$ cat config.mk
export PLATFORM = sky130hd
export DESIGN_NAME = spi_reg_master_flat
export DESIGN_NICKNAME = d
export VERILOG_FILES = /design/src/rtl/spi_reg_pkg.sv /design/src/rtl/spi_reg_master_if.sv /design/src/rtl/spi_clk_tick.sv /design/src/rtl/spi_reg_master.sv /design/src/flat_wrapper.sv
export SDC_FILE = /design/constraint.sdc
export NUM_CORES = 1
export LEC_CHECK = 0
export ABC_AREA = 0
export CORE_MARGIN = 8
export CORE_UTILIZATION = 50
export DETAILED_ROUTE_END_ITERATION = 12
export HOLD_SLACK_MARGIN = 0.08
export PLACE_DENSITY = 0.75
export SYNTH_ARGS = -nofsm -noshare
export SYNTH_HDL_FRONTEND = slang
export SYNTH_SLANG_ARGS = --single-unit
$ cat constraint.sdc
create_clock -name clk -period 1.95 [get_ports clk]
set_clock_uncertainty 0.1 [all_clocks]
set_input_delay 0.2925 -clock clk [delete_from_list [all_inputs] [get_ports clk]]
set_output_delay 0.2925 -clock clk [all_outputs]
set_load 0.01 [all_outputs]
$ cat src/rtl/spi_reg_pkg.sv
// Shared state encoding, frame geometry and command-byte helper for spi_reg_master.
package spi_reg_pkg;

  localparam int unsigned ADDR_W        = 2;
  localparam int unsigned CMD_RD_BIT    = 7;
  localparam int unsigned WR_CYCLES     = 16;
  localparam int unsigned RD_CYCLES     = 24;
  localparam int unsigned RD_DATA_START = 17;

  typedef enum logic [2:0] {
    ST_IDLE  = 3'd0,
    ST_SETUP = 3'd1,
    ST_SHIFT = 3'd2,
    ST_HOLD  = 3'd3,
    ST_DONE  = 3'd4,
    ST_GUARD = 3'd5
  } spi_state_e;

  function automatic logic [7:0] build_cmd(input logic write, input logic [ADDR_W-1:0] addr);
    logic [7:0] cmd;
    cmd             = '0;
    cmd[CMD_RD_BIT] = ~write;
    cmd[ADDR_W-1:0] = addr;
    return cmd;
  endfunction

endpackage

$ cat src/rtl/spi_reg_master_if.sv
// Request/response handshake between a register client and spi_reg_master.
interface spi_reg_master_if;
  import spi_reg_pkg::*;

  logic              req_valid;
  logic              req_ready;
  logic              req_write;
  logic [ADDR_W-1:0] req_addr;
  logic [7:0]        req_wdata;
  logic              rsp_valid;
  logic [7:0]        rsp_rdata;

  modport master (
    output req_valid, req_write, req_addr, req_wdata,
    input  req_ready, rsp_valid, rsp_rdata
  );

  modport slave (
    input  req_valid, req_write, req_addr, req_wdata,
    output req_ready, rsp_valid, rsp_rdata
  );

endinterface

$ cat src/rtl/spi_clk_tick.sv
// Half-period tick generator: one-clk tick every HALF_DIV clk while not held clear.
module spi_clk_tick #(
  parameter int unsigned HALF_DIV = 2
) (
  input  logic clk,
  input  logic rst,
  input  logic clear,
  output logic tick
);

  localparam logic [7:0] DIV_LAST = 8'(HALF_DIV - 1);

  logic [7:0] div_cnt;

  assign tick = !clear && (div_cnt == DIV_LAST);

  always_ff @(posedge clk) begin
    if (rst || clear || tick) div_cnt <= '0;
    else                      div_cnt <= div_cnt + 8'd1;
  end

endmodule

$ cat src/rtl/spi_reg_master.sv
// SPI register master (CPOL=0, mosi launched on rising sclk, sampled on falling).
// Define SPIM_CS_GUARD_EN to add a GUARD state keeping cs high 2*HALF_DIV clk before DONE.
module spi_reg_master
  import spi_reg_pkg::*;
#(
  parameter int unsigned HALF_DIV = 2
) (
  input  logic                    clk,
  input  logic                    rst,
  spi_reg_master_if.slave         reg_if,
  output logic                    sclk,
  output logic                    mosi,
  input  logic                    miso,
  output logic                    cs
);

  spi_state_e  state;
  logic        tick;
  logic        tick_clr;
  logic        accept;
  logic        wr_q;
  logic [15:0] tx_sr;
  logic [7:0]  rx_sr;
  logic [4:0]  cyc_cnt;
  logic [4:0]  cyc_nxt;
  logic        last_cycle;
  logic [7:0]  cmd_byte;
`ifdef SPIM_CS_GUARD_EN
  logic        guard_half;
`endif

  assign reg_if.req_ready = (state == ST_IDLE);
  assign accept           = reg_if.req_valid && reg_if.req_ready;
  assign tick_clr         = (state == ST_IDLE) || (state == ST_DONE);
  assign cyc_nxt          = cyc_cnt + 5'd1;
  assign last_cycle       = (cyc_nxt == (wr_q ? 5'(WR_CYCLES) : 5'(RD_CYCLES)));
  assign cmd_byte         = build_cmd(reg_if.req_write, reg_if.req_addr);

  spi_clk_tick #(.HALF_DIV(HALF_DIV)) u_tick (
    .clk  (clk),
    .rst  (rst),
    .clear(tick_clr),
    .tick (tick)
  );

  always_ff @(posedge clk) begin
    if (rst) begin
      state            <= ST_IDLE;
      sclk             <= 1'b0;
      mosi             <= 1'b0;
      cs               <= 1'b1;
      wr_q             <= 1'b0;
      tx_sr            <= '0;
      rx_sr            <= '0;
      cyc_cnt          <= '0;
      reg_if.rsp_valid <= 1'b0;
      reg_if.rsp_rdata <= '0;
`ifdef SPIM_CS_GUARD_EN
      guard_half       <= 1'b0;
`endif
    end else begin
      reg_if.rsp_valid <= 1'b0;
      case (state)
        ST_IDLE: begin
          if (accept) begin
            // Command bit 7 goes out in SETUP; the rest queue behind it, zero-padded for reads.
            wr_q    <= reg_if.req_write;
            cs      <= 1'b0;
            mosi    <= cmd_byte[7];
            tx_sr   <= {cmd_byte[6:0], (reg_if.req_write ? reg_if.req_wdata : 8'h00), 1'b0};
            rx_sr   <= '0;
            cyc_cnt <= '0;
            state   <= ST_SETUP;
          end
        end
        ST_SETUP: begin
          if (tick) state <= ST_SHIFT;
        end
        ST_SHIFT: begin
          if (tick) begin
            if (!sclk) begin
              sclk <= 1'b1;
              if (cyc_cnt != 5'd0) begin
                mosi  <= tx_sr[15];
                tx_sr <= {tx_sr[14:0], 1'b0};
              end
            end else begin
              sclk    <= 1'b0;
              cyc_cnt <= cyc_nxt;
              if (!wr_q && (cyc_nxt >= 5'(RD_DATA_START))) rx_sr <= {rx_sr[6:0], miso};
              if (last_cycle) state <= ST_HOLD;
            end
          end
        end
        ST_HOLD: begin
          if (tick) begin
            cs   <= 1'b1;
            mosi <= 1'b0;
`ifdef SPIM_CS_GUARD_EN
            guard_half <= 1'b0;
            state      <= ST_GUARD;
`else
            reg_if.rsp_valid <= 1'b1;
            reg_if.rsp_rdata <= rx_sr;
            state            <= ST_DONE;
`endif
          end
        end
`ifdef SPIM_CS_GUARD_EN
        ST_GUARD: begin
          if (tick) begin
            if (guard_half) begin
              reg_if.rsp_valid <= 1'b1;
              reg_if.rsp_rdata <= rx_sr;
              state            <= ST_DONE;
            end else begin
              guard_half <= 1'b1;
            end
          end
        end
`endif
        ST_DONE: state <= ST_IDLE;
        default: state <= ST_IDLE;
      endcase
    end
  end

endmodule

$ cat src/flat_wrapper.sv
// flat-port wrapper written by rule: the top's interface ports become plain ports
module spi_reg_master_flat import spi_reg_pkg::*;
#(
  parameter int unsigned HALF_DIV = 2
)
  (clk, rst, sclk, mosi, miso, cs, reg_if_req_valid, reg_if_req_write, reg_if_req_addr, reg_if_req_wdata, reg_if_req_ready, reg_if_rsp_valid, reg_if_rsp_rdata);
  spi_reg_master_if reg_if_i ();
  input  logic clk;
  input  logic rst;
  output logic sclk;
  output logic mosi;
  input  logic miso;
  output logic cs;
  input wire logic [$bits(reg_if_i.req_valid)-1:0] reg_if_req_valid;
  input wire logic [$bits(reg_if_i.req_write)-1:0] reg_if_req_write;
  input wire logic [$bits(reg_if_i.req_addr)-1:0] reg_if_req_addr;
  input wire logic [$bits(reg_if_i.req_wdata)-1:0] reg_if_req_wdata;
  output wire logic [$bits(reg_if_i.req_ready)-1:0] reg_if_req_ready;
  output wire logic [$bits(reg_if_i.rsp_valid)-1:0] reg_if_rsp_valid;
  output wire logic [$bits(reg_if_i.rsp_rdata)-1:0] reg_if_rsp_rdata;
  assign reg_if_i.req_valid = reg_if_req_valid;
  assign reg_if_i.req_write = reg_if_req_write;
  assign reg_if_i.req_addr = reg_if_req_addr;
  assign reg_if_i.req_wdata = reg_if_req_wdata;
  assign reg_if_req_ready = reg_if_i.req_ready;
  assign reg_if_rsp_valid = reg_if_i.rsp_valid;
  assign reg_if_rsp_rdata = reg_if_i.rsp_rdata;
  spi_reg_master #(.HALF_DIV(HALF_DIV)) u_core (.clk(clk), .rst(rst), .reg_if(reg_if_i), .sclk(sclk), .mosi(mosi), .miso(miso), .cs(cs));
endmodule
==> metrics, run 1 <==
Crit. End Element=flop; TritonCTS buffer count=5; placed insts=361; final setup fails=0; ANT nets after route=0; die area=0.00729 mm2; gpl congestion=0.817; slew at the pin closest to its max-slew limit=0.440 ns; Max IR drop VDD=roughly 0.36 mV; GR Util met2=between 20% and 30%; post-synthesis register bit count=52; Die X-Extent=85.4 um; post-DP HPWL=3.92 mm; Clock Sinks=52; fin. max-slew vios=0; Post-DP Area=between 0.002 and 0.003 mm2; YS warnings=0; drt drc=0; nets=338; Post-synth EDFFs=0; port buffer count=27; vias in the first global route=2057; Seq/Total Area, Yosys=between 40% and 50%; grt ovf=0; Avg Cell Area, Syn=between 8 and 9 um2; initial antenna violation count=0; 1st-iter DRT viols=around 130; Crit-path slowest cell=or3_4; All-Layer GR Usage=16.4%; Netlist cell types=43; core area=0.00469 mm2; first-pass GRT wire length=9.84 mm; CTS H-tree depth=2; CTS clk-pin slew, worst paths=0.10 ns; leading post-synthesis cells by instance count=dfxtp_1 (52), nand2_1 (36), nor2_1 (29); CTS tree=built; Initial Utilization=51.3%; worst rel slew slack=70.7%; Layout Cells excl Fill=373; First-pass DRT Iterations=5; worst hold-check path type=reg2reg; RSZ-0062 raised after global routing=yes; cell family with most CP delay=simple AND/OR/NAND/NOR gates; largest area contributor in the netlist=dfxtp_1; CP Cell Sequence=inv_1, ha_1, nor4b_4, nand3_4, or3_4, mux2i_1, nor2_1; Critical Path RT=a little over 2 ns; GR met3 Demand/Resource=4.83%; CP peak stage delay=0.47 ns; Ports=28; Main synth FF type=dfxtp_1; post-synth net total=slightly below 300; critical path arrival=roughly 2.0 ns; power density cells=about 760 mW/mm2; Bufs and invs on worst path=1; share of layout cells above drive strength 1=around 17%; status=finished, final reports clean; setup tns final=0 ns; top cells by area, synth=dfxtp_1 (43%), mux2i_1 (6.2%), nand2_1 (5.6%), nor2_1 (4.5%), a21oi_1 (3.7%); Gate Count Post-Synth=276; number of diodes=0; Finished Cell Area=just over 0.003 mm2; largest net degree at the start of global routing=20; most common cell in the netlist=dfxtp_1; CTS Buffer Depth=2; busiest grt layer=met2; CP max FO=10; WL per Instance=15.5 um; PnR Total Power=around 2300 uW; Synth Cell Area=between 0.002 and 0.0025 mm2; via count=2108; Final Hold Fails=0; Worst setup SP type=flop; routing usage on met1=19.7%; detail-routed via count per cell=5.65; Placement Rows=25; final wirelength=5.79 mm; Period minus WS final=1.88 ns; Clock Tree Root=clkbuf_8; Area growth, synth to finish=26.8%; Max-Cap Viols=0; Peak Freq=roughly 0.53 GHz; CP Class=reg2reg; Worst-Skew Late Latency=0.32 ns; die span in y=85.4 um; asr flop ratio synth=0%; Synth top area share=a little over two fifths; Leakage=about 0.0012 uW; crit share post-route=96.4%
## area by class of cell
| cell class | count | area (um2) |
|---|---|---|
| Clock buffer | 6 | 82.6 |
| Clock inverter | 2 | 13.8 |
| Fill cell | 372 | 1640 |
| Inverter | 7 | 26.3 |
| Multi-Input combinational cell | 200 | 1330 |
| Sequential cell | 52 | 1040 |
| Tap cell | 54 | 67.6 |
| Timing Repair Buffer | 52 | 485 |
## path summary, 6_finish.rpt
path	end	depth (start not counted)	start	slack, ns
max	u_core.reg_if.rsp_rdata[6]	7	u_core.u_tick.div_cnt[1]	0.07
min	u_core.cs	2	u_core.cs	0.38
max reg2reg	u_core.reg_if.rsp_rdata[6]	7	u_core.u_tick.div_cnt[1]	0.07
min reg2reg	u_core.cs	2	u_core.cs	0.38
## worst register-to-register path, cell delays in order, from the launching register on
cell and delay (ns):
dfxtp_2 0.33, inv_1 0.05, ha_1 0.14, nor4b_4 0.26, nand3_4 0.16, or3_4 0.47, mux2i_1 0.21, nor2_1 0.05
## repair_timing
item / in CTS / in global routing
endpoints found under the setup margin: 12 / 37
resized for setup: 5 / 14
pin swaps: 0 / 5
cloned: 0 / 1
hold buffers: 0 / 0
setup buffers: 0 / 3
## cells in the final DEF, fill, tap and decap left out, types with 2 or more instances in the layout
cell,netlist,routed
a21oi_1,18,17
a311oi_1,9,9
and2_1,3,3
and3_1,3,3
buf_12,0,2
buf_4,1,22
clkbuf_8,0,6
clkdlybuf4s50_1,0,26
dfxtp_1,52,50
dfxtp_2,0,2
ha_1,5,5
inv_1,7,7
mux2i_1,15,15
nand2_1,36,36
nand3_1,17,17
nor2_1,29,29
nor2_4,1,2
nor2b_1,7,7
nor3_1,5,5
o21ai_0,8,7
o21bai_4,0,2
o22ai_1,4,4
o32ai_1,2,2
o41ai_1,3,2
or3_1,3,2
or3_4,1,2
xnor2_1,6,6
xor2_1,6,6
## routing by layer
metal	vias up	part of all wire, %	wire, um
met4	0	1.6	93
met2	63	47	2740
met1	985	45	2610
li1	1050	-	-
met3	10	6.0	347
met5	-	0	0
## sequential cells by signal, indices dropped and copies added, names as in the netlist, 3 cells and up
register,count
u_core.tx_sr,15
u_core.reg_if.rsp_rdata,8
u_core.rx_sr,8
u_core.u_tick.div_cnt,8
u_core.cyc_cnt,5
u_core.state,3
## power by group
part / total (uW) / internal [uW] / leakage [uW] / switching [uW]
Clock: 670 / 291 / 0.0000516 / 379
Combinational: 488 / 226 / 0.000698 / 261
Sequential: 1160 / 1120 / 0.000423 / 40.7
## cell families after synthesis
| logic type | after synthesis | share of synthesized area (%) |
|---|---|---|
| AND/OR/NAND/NOR | 114 | 23.2 |
| buffers and inverters | 25 | 5.20 |
| multiplexers | 16 | 6.70 |
| flip-flops | 52 | 43.2 |
| XOR/XNOR | 12 | 4.37 |
| AO/OA/AOI/OAI | 52 | 14.7 |
| adder cells (fa/ha/maj) | 5 | 2.60 |
## metrics by stage
stage | util [%] | hold WS [ns] | setup WS (ns)
floorplan | - | 0.345 | 0.0274
global placement | 60.2 | 0.356 | -0.0138
detailed placement | 60.2 | 0.358 | -0.103
CTS | 62.8 | 0.383 | 0.00650
global route | 65.1 | 0.403 | -0.0390
finish | 65.1 | 0.377 | 0.0704
Power figures use the tool's default switching activity.
==> run 2: changes to the inputs <==
Settings changed: CAP_MARGIN set to 20, TNS_END_PERCENT set to 5.
==> metrics, run 2 (synthesized netlist as in run 1, its figures left out) <==
max FFs per register=15 (unchanged); final setup fails=0 (unchanged); Period minus WS final=1.91 ns (+0.0269 ns); status=finished, final reports clean; via count=2056 (-2.5%); worst rel slew slack=68.9% (-1.8 points); detail-routed via count per cell=5.54 (-1.9%); TritonCTS buffer count=5 (unchanged); core area=0.00469 mm2 (unchanged); register area=0.00104 mm2 (-0.12%); Top reg by flops=u_core.tx_sr; drt drc=0 (unchanged); hold buffer count at CTS=0 (unchanged); CP Cell Sequence=nor3_1, nand3_4, or3_4, mux2i_1, nor2_1; CP Class=reg2reg; All-Layer GR Usage=16.4% (-0.060 points); crit share post-route=97.8% (+1.4 points); worst hold-check path type=reg2reg; fillcell total=379 (+1.9%); port buffer count=27 (unchanged); First-pass DRT Iterations=4 (-1); Crit-path slowest cell=or3_4; first-pass GRT wire length=9.83 mm (-0.14%); Clock Tree Root=clkbuf_8; Worst Setup SP=u_core.u_tick.div_cnt[2]; Final Hold Fails=0 (unchanged); Placement Rows=25 (unchanged); commonest non-fill, non-tap cell in the layout=dfxtp_1; 1st-iter DRT viols=185 (+48%); multi-input logic area=0.00131 mm2 (-1.7%); initial antenna violation count=0 (unchanged); die span in y=85.4 um (unchanged); RSZ-0062 raised after global routing=yes; post-DP HPWL=3.92 mm (unchanged); Critical Path RT=2.06 ns (about the same); CTS tree=built; CTS clk-pin slew, worst paths=0.10 ns (about the same); Peak Freq=0.525 GHz (-1.4%); Worst setup SP type=flop; vias in the first global route=2049 (-0.39%); CTS Buffer Depth=2 (unchanged); power density cells=760 mW/mm2 (+0.22%); worst r2r src=u_core.u_tick.div_cnt[2]; Leakage=0.00116 uW (-1.2%); gpl congestion=0.817 (unchanged); largest net degree at the start of global routing=20 (unchanged); number of diodes=0 (unchanged); CP max FO=11 (+1); Layout Cells excl Fill=371 (-0.54%); grt ovf=0 (unchanged); Ports=28 (unchanged); slew at the pin closest to its max-slew limit=0.463 ns (+0.0236 ns); Crit. End Element=flop; share of layout cells above drive strength 1=15.5% (-1.5 points); ANT nets after route=0 (unchanged); Worst-Skew Late Latency=0.31 ns (about the same); Clock Sinks=52 (unchanged); Max-Cap Viols=0 (unchanged); Die X-Extent=85.4 um (unchanged); min-delay src=u_core.cs; Max IR drop VDD=0.361 mV (-0.56%); Area growth, synth to finish=25.2%; CTS H-tree depth=2 (unchanged); PnR Total Power=2290 uW (-1.1%); fin. max-slew vios=0 (unchanged); Bufs and invs on worst path=0 (-1); die area=0.00729 mm2 (unchanged); hold_ws=0.377 ns (+0.000116 ns); WL per Instance=15.2 um (-2.4%); most frequent cells in the layout=dfxtp_1 (51), nand2_1 (36), nor2_1 (29); cell family with most CP delay=simple AND/OR/NAND/NOR gates; CP peak stage delay=0.48 ns (about the same); final wirelength=5.62 mm (-2.9%); nets=336 (-0.59%); placed insts=361 (unchanged); Initial Utilization=51.3% (unchanged); critical path arrival=2.02 ns (+0.02 ns)
run 2: path summary, 6_finish.rpt:
kind	to	slack, ns	cells after the start
min	u_core.cs	0.38	2
min reg2reg	u_core.cs	0.38	2
max	u_core.reg_if.rsp_rdata[6]	0.04	5
max reg2reg	u_core.reg_if.rsp_rdata[6]	0.04	5
run 2: what timing repair did:
action | 4_1_cts | 5_1_grt
endpoints found under the setup margin | 12 | 36
resized for setup | 3 | 12
pin swaps | 0 | 4
cloned | 0 | 1
setup buffers | 0 | 1
run 2: cell type report:
cell class,instances,share of cell area (%)
multi-input combinational,200,43.5
sequential,52,34.6
timing repair buffer,50,15.6
clock buffer,6,2.74
tap,54,2.24
inverter,7,0.872
clock inverter,2,0.457
run 2: where the power goes:
part	switching [uW]	internal (uW)	total, uW
clock	367	291	658
combinational	256	221	477
sequential	39.7	1110	1150
run 2: worst min-delay path: cells and delay by family (launching register included):
| kind | cells | cell delay (ns) |
|---|---|---|
| AO/OA/AOI/OAI | 1 | 0.06 |
| flip-flops | 1 | 0.34 |
| AND/OR/NAND/NOR | 1 | 0.05 |
run 2: through the flow:
step | utilization, % | setup TNS, ns | worst slack (ns) | area (um2)
detailed placement | 60.2 | -0.992 | -0.103 | 2820
floorplan | - | 0 | 0.0274 | 2410
global placement | 60.2 | -0.0867 | -0.0138 | 2820
finish | 64.2 | 0 | 0.0436 | 3010
global route | 64.2 | -0.808 | -0.0666 | 3010
CTS | 62.5 | -0.0476 | -0.0322 | 2930
run 2: layer usage:
| metal | track usage (%) | wire [um] | vias up |
|---|---|---|---|
| met5 | 0 | 0 | - |
| met4 | 5.10 | 71 | 0 |
| met3 | 4.83 | 345 | 7 |
| met2 | 27.1 | 2670 | 53 |
| met1 | 19.8 | 2530 | 957 |
| li1 | - | - | 1039 |
